### src/rtl/sram_arb_pkg.sv
// Shared types and default widths for the SRAM arbiter slice.
package sram_arb_pkg;

    localparam int unsigned ADDR_W_DEF       = 16;
    localparam int unsigned DATA_W_DEF       = 16;
    localparam int unsigned LEN_W_DEF        = 8;
    localparam int unsigned STARVE_LIMIT_DEF = 64;

    typedef enum logic [1:0] {
        IDLE  = 2'd0,
        BURST = 2'd1,
        DONE  = 2'd2
    } arb_state_e;

endpackage

### src/rtl/dma_beat_ctr.sv
// Burst address incrementer plus beats-left down-counter.
//   load/load_addr/load_len : start a new burst (load wins over adv)
//   adv                     : one beat issued this cycle
//   cur_addr                : address of the next beat (wraps modulo 2^ADDR_W)
//   last                    : the next beat is the final one of the burst
module dma_beat_ctr
    import sram_arb_pkg::*;
#(
    parameter int unsigned ADDR_W = ADDR_W_DEF,
    parameter int unsigned LEN_W  = LEN_W_DEF
) (
    input  logic              clk,
    input  logic              rst,
    input  logic              load,
    input  logic [ADDR_W-1:0] load_addr,
    input  logic [LEN_W-1:0]  load_len,
    input  logic              adv,
    output logic [ADDR_W-1:0] cur_addr,
    output logic              last
);

    logic [ADDR_W-1:0] addr_q, addr_d;
    logic [LEN_W-1:0]  left_q, left_d;

    // Next address / remaining-beat count
    always_comb begin
        addr_d = addr_q;
        left_d = left_q;
        if (load) begin
            addr_d = load_addr;
            left_d = load_len;
        end else if (adv) begin
            addr_d = addr_q + ADDR_W'(1);
            left_d = left_q - LEN_W'(1);
        end
    end

    always_ff @(posedge clk) begin
        if (rst) begin
            addr_q <= '0;
            left_q <= '0;
        end else begin
            addr_q <= addr_d;
            left_q <= left_d;
        end
    end

    assign cur_addr = addr_q;
    assign last     = (left_q == '0);

endmodule

### src/rtl/sram_arbiter.sv
// Shares one asynchronous-read SRAM port between a never-stalled CPU
// (combinational pass-through, absolute priority) and a burst DMA that
// only uses cycles the CPU leaves idle.
//   cpu_*      : CPU data-memory strobes; cpu_rdata = sram_rdata
//   dma_req/wr/addr/len : burst command, sampled in IDLE only
//   dma_wdata/dma_wready: write beat data / consumed this edge
//   dma_rvalid/dma_rdata: registered read beat
//   dma_busy/dma_done/starve : burst status
//   sram_*     : board SRAM pins
module sram_arbiter
    import sram_arb_pkg::*;
#(
    parameter int unsigned ADDR_W       = ADDR_W_DEF,
    parameter int unsigned DATA_W       = DATA_W_DEF,
    parameter int unsigned LEN_W        = LEN_W_DEF,
    parameter int unsigned STARVE_LIMIT = STARVE_LIMIT_DEF
) (
    input  logic              clk,
    input  logic              rst,
    input  logic [ADDR_W-1:0] cpu_addr,
    input  logic              cpu_re,
    input  logic              cpu_we,
    input  logic [DATA_W-1:0] cpu_wdata,
    output logic [DATA_W-1:0] cpu_rdata,
    input  logic              dma_req,
    input  logic              dma_wr,
    input  logic [ADDR_W-1:0] dma_addr,
    input  logic [LEN_W-1:0]  dma_len,
    input  logic [DATA_W-1:0] dma_wdata,
    output logic              dma_wready,
    output logic              dma_rvalid,
    output logic [DATA_W-1:0] dma_rdata,
    output logic              dma_busy,
    output logic              dma_done,
    output logic              starve,
    output logic [ADDR_W-1:0] sram_addr,
    output logic              sram_re,
    output logic              sram_we,
    output logic [DATA_W-1:0] sram_wdata,
    input  logic [DATA_W-1:0] sram_rdata
);

    localparam int unsigned CNT_W = $clog2(STARVE_LIMIT + 1);

    arb_state_e        state_q, state_d;
    logic              wr_q, wr_d;
    logic [CNT_W-1:0]  cnt_q, cnt_d;
    logic              rvalid_q, rvalid_d;
    logic [DATA_W-1:0] rdata_q, rdata_d;
    logic              busy_q, busy_d;
    logic              done_q, done_d;
    logic              starve_q, starve_d;

    logic              cpu_act_c;
    logic              beat_c;
    logic              load_c;
    logic              last_c;
    logic [ADDR_W-1:0] cur_addr_c;

    assign cpu_act_c = cpu_re | cpu_we;
    // Reset gates the beat so an abandoned burst never touches the SRAM.
    assign beat_c    = (state_q == BURST) && !cpu_act_c && !rst;

    dma_beat_ctr #(
        .ADDR_W (ADDR_W),
        .LEN_W  (LEN_W)
    ) u_beat_ctr (
        .clk       (clk),
        .rst       (rst),
        .load      (load_c),
        .load_addr (dma_addr),
        .load_len  (dma_len),
        .adv       (beat_c),
        .cur_addr  (cur_addr_c),
        .last      (last_c)
    );

    // SRAM port mux: CPU first, then a DMA beat, otherwise quiet
    always_comb begin
        sram_addr  = '0;
        sram_re    = 1'b0;
        sram_we    = 1'b0;
        sram_wdata = '0;
        dma_wready = 1'b0;
        if (cpu_act_c) begin
            sram_addr  = cpu_addr;
            sram_we    = cpu_we;
            sram_re    = cpu_re & ~cpu_we;
            sram_wdata = cpu_wdata;
        end else if (beat_c) begin
            sram_addr = cur_addr_c;
            if (wr_q) begin
                sram_we    = 1'b1;
                sram_wdata = dma_wdata;
                dma_wready = 1'b1;
            end else begin
                sram_re = 1'b1;
            end
        end
    end

    assign cpu_rdata = sram_rdata;

    // Next state, starvation counter and registered status
    always_comb begin
        state_d = state_q;
        wr_d    = wr_q;
        load_c  = 1'b0;
        case (state_q)
            IDLE: begin
                if (dma_req) begin
                    load_c  = 1'b1;
                    wr_d    = dma_wr;
                    state_d = BURST;
                end
            end
            BURST: begin
                if (beat_c && last_c) state_d = DONE;
            end
            DONE:    state_d = IDLE;
            default: state_d = IDLE;
        endcase

        if (state_q == BURST && !beat_c) begin
            cnt_d = (cnt_q >= CNT_W'(STARVE_LIMIT)) ? cnt_q : cnt_q + CNT_W'(1);
        end else begin
            cnt_d = '0;
        end

        rvalid_d = beat_c & ~wr_q;
        rdata_d  = rvalid_d ? sram_rdata : rdata_q;
        busy_d   = (state_d != IDLE);
        done_d   = (state_d == DONE);
        starve_d = (cnt_d >= CNT_W'(STARVE_LIMIT));
    end

    always_ff @(posedge clk) begin
        if (rst) begin
            state_q  <= IDLE;
            wr_q     <= 1'b0;
            cnt_q    <= '0;
            rvalid_q <= 1'b0;
            rdata_q  <= '0;
            busy_q   <= 1'b0;
            done_q   <= 1'b0;
            starve_q <= 1'b0;
        end else begin
            state_q  <= state_d;
            wr_q     <= wr_d;
            cnt_q    <= cnt_d;
            rvalid_q <= rvalid_d;
            rdata_q  <= rdata_d;
            busy_q   <= busy_d;
            done_q   <= done_d;
            starve_q <= starve_d;
        end
    end

    assign dma_rvalid = rvalid_q;
    assign dma_rdata  = rdata_q;
    assign dma_busy   = busy_q;
    assign dma_done   = done_q;
    assign starve     = starve_q;

endmodule

### config.mk
export PLATFORM = sky130hd
export DESIGN_NAME = sram_arbiter
export DESIGN_NICKNAME = d
export VERILOG_FILES = /design/src/rtl/sram_arb_pkg.sv /design/src/rtl/dma_beat_ctr.sv /design/src/rtl/sram_arbiter.sv
export SDC_FILE = /design/constraint.sdc
export NUM_CORES = 1
export LEC_CHECK = 0
export ABC_AREA = 1
export CORE_MARGIN = 1.5
export CORE_UTILIZATION = 43
export DETAILED_ROUTE_END_ITERATION = 7
export GPL_TIMING_DRIVEN = 0
export PLACE_DENSITY_LB_ADDON = 0.05
export SLEW_MARGIN = 40
export SYNTH_ARGS = -nofsm -noshare
export SYNTH_HDL_FRONTEND = slang
export SYNTH_SLANG_ARGS = --single-unit
### constraint.sdc
create_clock -name clk -period 3.1 [get_ports clk]
set_input_delay 0.775 -clock clk [delete_from_list [all_inputs] [get_ports clk]]
set_output_delay 0.775 -clock clk [all_outputs]
set_load 0.03 [all_outputs]
---- Word-level counts from Yosys, hierarchy flattened ----
Index checks and enable logic that the tools add are counted.
operators by class
  $add $sub $neg .......................... 3
  multipliers ............................. 0
  divide/modulo/power cells ............... 0
  magnitude comparators ................... 2
  equal/unequal tests ..................... 2
  shifts and indexed selects .............. 0
  multiplexer cells ....................... 23
  bitwise gates (word level) .............. 5
  reduce and logical (&&, ||, !) cells .... 12
operators with widths
  operator               count
  $mux 16                7
  $add 16x1->16 const B  1
  $mux 8                 2
  $ge 7x7->1 const B     2
  $mux 7                 2
  $mux 1                 9
  $logic_not 8->1        1
  $sub 8x1->8 const B    1
  $add 7x1->7 const B    1
  $logic_and 1x1->1      4
  $mux 2                 2
  $pmux 2 s2             1
  $reduce_bool 2->1      2
  $logic_not 1->1        3
  $and 1x1->1            2
  $eq 2x1->1 const B     1
  $eq 2x2->1 const B     1
  $logic_not 2->1        1
  $not 1->1              2
  $reduce_and 2->1       1
  $or 1x1->1             1
storage, ports and cells
  flip-flop bits (word level) ............. 54
  latch bits .............................. 0
  RAM bits ................................ 0
  bits in read-only memories .............. 0
  input bits .............................. 94
  output and inout port bits .............. 71
  word-level logic and storage cells ...... 57
  memories ................................ 0

---- Logic depth before layout (Yosys ltp) ----
  depth after elaboration ................. 8
  depth in mapped cells ................... 10

---- Hierarchy ----
From an unflattened synthesis, not the netlist that was laid out.
second synthesis, totals
  cell total of the unflattened synthesis .. 549
  area, all modules ....................... 3467.1 um^2
by module, submodules not included
  module        times used  cells each  area an instance (um^2)
  sram_arbiter  1           329         1960.6
  dma_beat_ctr  1           220         1506.4

---- Worst setup path before layout ----
Ideal clock, no wire load.
  kind .................................... input -> output
  start ................................... input port rst
  end ..................................... output port sram_addr[10]
  arrival ................................. 1.956 ns
  setup slack ............................. 0.369 ns
  stages .................................. 5
  buffers on the path ..................... 2
  path through ............................ buf_6 nor2_8 nand2_4 clkbuf_1 o21ai_0
between the ends
  longest elaborated chain between the ends .. 4
ends and longest elaborated chain
  element            RTL line            source
  start, declared    sram_arbiter.sv:19  input logic rst,
  $logic_not 1->1    sram_arbiter.sv:62  assign beat_c = (state_q == BURST) && !cpu_act_c && !rst;
  $logic_and 1x1->1  sram_arbiter.sv:62
  $mux 16            sram_arbiter.sv:90  end else if (beat_c) begin
  $mux 16            sram_arbiter.sv:85  if (cpu_act_c) begin
  end, declared      sram_arbiter.sv:36  output logic [ADDR_W-1:0] sram_addr,
Every way passes these cells.

---- Final worst setup path ----
  start ................................... input port cpu_re
  end ..................................... output port sram_wdata[6]
between the ends
  longest elaborated chain between the ends .. 6
ends and longest elaborated chain
  element                          RTL line            source
  start, declared                  sram_arbiter.sv:21  input logic cpu_re,
  $or 1x1->1 *                     sram_arbiter.sv:60  assign cpu_act_c = cpu_re | cpu_we;
  $logic_not 1->1                  sram_arbiter.sv:62
  $logic_and 1x1->1 (2 in series)  sram_arbiter.sv:62
  $mux 16                          sram_arbiter.sv:90
  $mux 16 *                        sram_arbiter.sv:85
  end, declared                    sram_arbiter.sv:39  output logic [DATA_W-1:0] sram_wdata,
Mark *: on every way between the ends. The rest lies on a longest branch, timed or not.

==> key figures <==
Timing
  • Worst slew pin tran: 539 ps
  • Rel. slew slack: 0.641
  • TNS Setup: 0 ps
  • Max Clock Skew: 4.05 ps
  • FMAX: 331 MHz
  • Final Cycle Share: 0.975
  • Minimum clock period: 3020 ps
  • Slew Viols, Final: 0
  • Endpoints failing setup: 0
  • Final hold violations: 0

Drt
  • Final Routed Wirelength: 10.6 mm
  • Antenna violation net count after detailed routing: 0
  • Initial drt markers: 293
  • Drt wl/cell: 14.5 µm
  • Via/cell ratio: 5.16
  • DRC violations left: 0
  • Vias: 3790
  • First-pass DRT Iterations: 5

Floorplan
  • Area of the die: 7810 µm²
  • Top Ports: 165
  • Initial Utilization: 0.454
  • Die Wd: 88.4 µm
  • Core Region: 6910 µm²
  • Row cnt: 30
  • Die H: 88.4 µm

Logic synthesis
  • Post-synthesis cell area: 3140 µm²
  • Compound-Gate Fraction of Synth Area: 0.188
  • EDFF count, synth: 0
  • Mux cell area share after synthesis: 0
  • Post-Syn Nets: 565
  • Xor-xnor portion of the synthesized cell area: 0.00838
  • Synth Flop Type: dfxtp_1
  • Yosys cell types: 34
  • Largest family of logic cells by synthesized area: simple AND/OR/NAND/NOR gates
  • Ys Warns: 0
  • Post-Synth Adder-Cell Area: 0.0200
  • Register area share after synthesis: 0.338
  • Mean Syn Cell Area: 6.73 µm²
  • Share of flip-flops with an asynchronous set or reset: 0
  • Post-synthesis simple-gate area fraction: 0.318
  • Flops & latches, synth: 53
  • Mapped Cells: 466

Global routing
  • Vias in the first global route: 3498
  • First-pass GRT wire length: 15.8 mm
  • Global Route Usage Sum: 0.257
  • Largest net degree at the start of global routing: 17
  • Initial antenna violation count: 0
  • Remaining Overflow, GRT: 0

Worst setup path
  • WP buf/inv: 3
  • Chain of cells forming the critical path: clkdlybuf4s50_1, nor2_4, nand2_4, nor2_4, buf_4, a22o_1, clkbuf_4
  • Worst Path Arrival: 2250 ps
  • Critical Path RT: 2320 ps
  • Crit path capture: sram_wdata[6]
  • CP startpoint kind: primary input
  • Critical path class: primary input to output port
  • Slowest CP cell: clkdlybuf4s50_1
  • Reg2Reg Setup Slack: 1600 ps
  • Crit end category: output port
  • WP depth: 7
  • Origin of the critical flop-to-flop path: u_beat_ctr.cur_addr[1]$_SDFFE_PP0P_
  • RR Endpoint: u_beat_ctr.cur_addr[12]$_SDFFE_PP0P_
  • Cell mode on critical path: nor2_4
  • Crit-path leading delay family: buffers and inverters
  • Crit path from: cpu_re
  • Max incr delay on CP: 460 ps
  • CP Max Fanout: 10
  • R2R cell count: 8

Clocking
  • CTS Buf Count: 5
  • Worst-path clk slew: 90 ps
  • Worst-skew pair later-pin latency: 310 ps
  • CTS tree: built
  • CTS root buf: clkbuf_8
  • Clk sinks: 53
  • Max clock buf depth: 2
  • H-tree level count: 2

Finish
  • Final net count: 736
  • ANT cells: 0
  • Layout cells sized above 1: 0.144
  • Area delta synth->final: 56.8%
  • # fillers: 620

Place
  • GP Congestion: 0.902
  • Port buffer count: 163
  • DP Wirelength: 8.15 mm

Status
  • Outcome: completed

Power
  • Leakage: 2.03 nW
  • VDD IR-drop max: 0.234 mV
  • Power Total: 0.00181 W
  • Pwr per Cell Area: 368 nW/µm²

Job
  • Max Cap Viol: 0

Worst hold path
  • Hold WC Path Type: register to register
## synthesized netlist by cell type, types with 6 or more instances
cell type  number  area, µm²
buf_4          19        143
o21ai_0        27        135
clkbuf_1        7       26.3
dfxtp_1        53       1060
buf_2           8       40.0
nand3_1        29        145
a21oi_1        34        170
nand4_1         6       37.5
inv_1          36        135
nand2_1       123        462
nor3_1          8       40.0
a22o_1         18        158
nor2_1         53        199
a31oi_1         8       50.1
## per-stage QoR
stage                     setup WS (ps)  hold slack (ps)  cell area, µm²  utilization  cells
after global placement             -643              451            4890        0.708    725
after global routing             -0.735              491            4920        0.712    734
after floorplan                     369              449            3140            -    466
after detailed placement           -673              456            4890        0.708    725
final                              78.4              473            4920        0.712    734
after CTS                          -101              474            5020        0.727    734
## final cells by class
cell class	instances	area [µm²]	area share
Sequential cell	53	1060	0.216
Buffer	37	259	0.0527
Timing Repair Buffer	164	1520	0.309
Clock inverter	2	37.5	0.00763
Clock buffer	6	82.6	0.0168
Multi-Input combinational cell	336	1680	0.341
Tap cell	96	120	0.0244
Inverter	40	158	0.0321
## worst min-delay path, delay by kind of cell (launching register included)
kind	cells	cell delay [ps]
compound gates	1	60
simple gates	1	60
flops	1	320
## state kept, by name (all words and copies together) (netlist names)
register / count
dma_rdata: 16
u_beat_ctr.cur_addr: 16
u_beat_ctr.left_q: 8
cnt_q: 7
state_q: 2
dma_busy: 1
dma_done: 1
dma_rvalid: 1
wr_q: 1
## power by group
group	switching, W	internal, W
combinational	0.000304	0.000259
sequential	0.0000302	0.000715
clock	0.000239	0.000263
## layer usage
metal / global-route usage / share of wire / vias to the layer above
li1: - / - / 1864
met1: 0.294 / 0.40 / 1758
met2: 0.484 / 0.50 / 156
met3: 0.0550 / 0.088 / 12
met4: 0.0696 / 0.0096 / 0
met5: 0 / 0 / -
## worst min path at each step
stage	to	slack [ps]	cells after the start	start
2_1_floorplan	cnt_q[5]$_SDFF_PP0_	450	2	cnt_q[5]$_SDFF_PP0_
3_3_place_gp	dma_rdata[12]$_SDFFE_PP0P_	450	2	dma_rdata[12]$_SDFFE_PP0P_
3_5_place_dp	dma_rdata[15]$_SDFFE_PP0P_	460	2	dma_rdata[15]$_SDFFE_PP0P_
4_1_cts	dma_rdata[14]$_SDFFE_PP0P_	470	2	dma_rdata[14]$_SDFFE_PP0P_
5_1_grt	dma_rdata[10]$_SDFFE_PP0P_	490	2	dma_rdata[10]$_SDFFE_PP0P_
6_report	dma_rdata[10]$_SDFFE_PP0P_	470	2	dma_rdata[10]$_SDFFE_PP0P_
## repair_timing
item | CTS | global route
setup buffers | 1 | 0
hold buffers | 0 | 0
setup endpoints to repair | 35 | 28
cloned | 0 | 0
resized for setup | 131 | 45
pin swaps | 1 | 1
## logic make-up after synthesis
family,after synthesis
AND/OR/NAND/NOR,231
AO/OA/AOI/OAI,97
buffers and inverters,77
flip-flops,53
adder cells (fa/ha/maj),5
XOR/XNOR,3
## placed cells by master, fill, tap and decap left out, types with 2 or more instances in the layout
cell / netlist / layout
clkdlybuf4s50_1: 0 / 128
nand2_1: 123 / 123
nor2_1: 53 / 53
dfxtp_1: 53 / 53
inv_1: 36 / 35
a21oi_1: 34 / 34
buf_2: 8 / 31
nand3_1: 29 / 29
o21ai_0: 27 / 27
buf_4: 19 / 21
a22o_1: 18 / 18
a31oi_1: 8 / 8
nor3_1: 8 / 8
nand4_1: 6 / 6
clkbuf_8: 0 / 6
o211ai_1: 5 / 5
ha_1: 5 / 5
clkdlybuf4s15_2: 0 / 5
buf_6: 3 / 4
nand2_2: 3 / 3
inv_2: 2 / 3
clkbuf_1: 7 / 3
xor2_1: 3 / 3
clkdlybuf4s18_2: 0 / 3
nor2_4: 1 / 2
clkbuf_4: 0 / 2
or2_2: 2 / 2
clkbuf_2: 0 / 2
dlygate4sd2_1: 0 / 2
(Power assumes the default switching activity.)
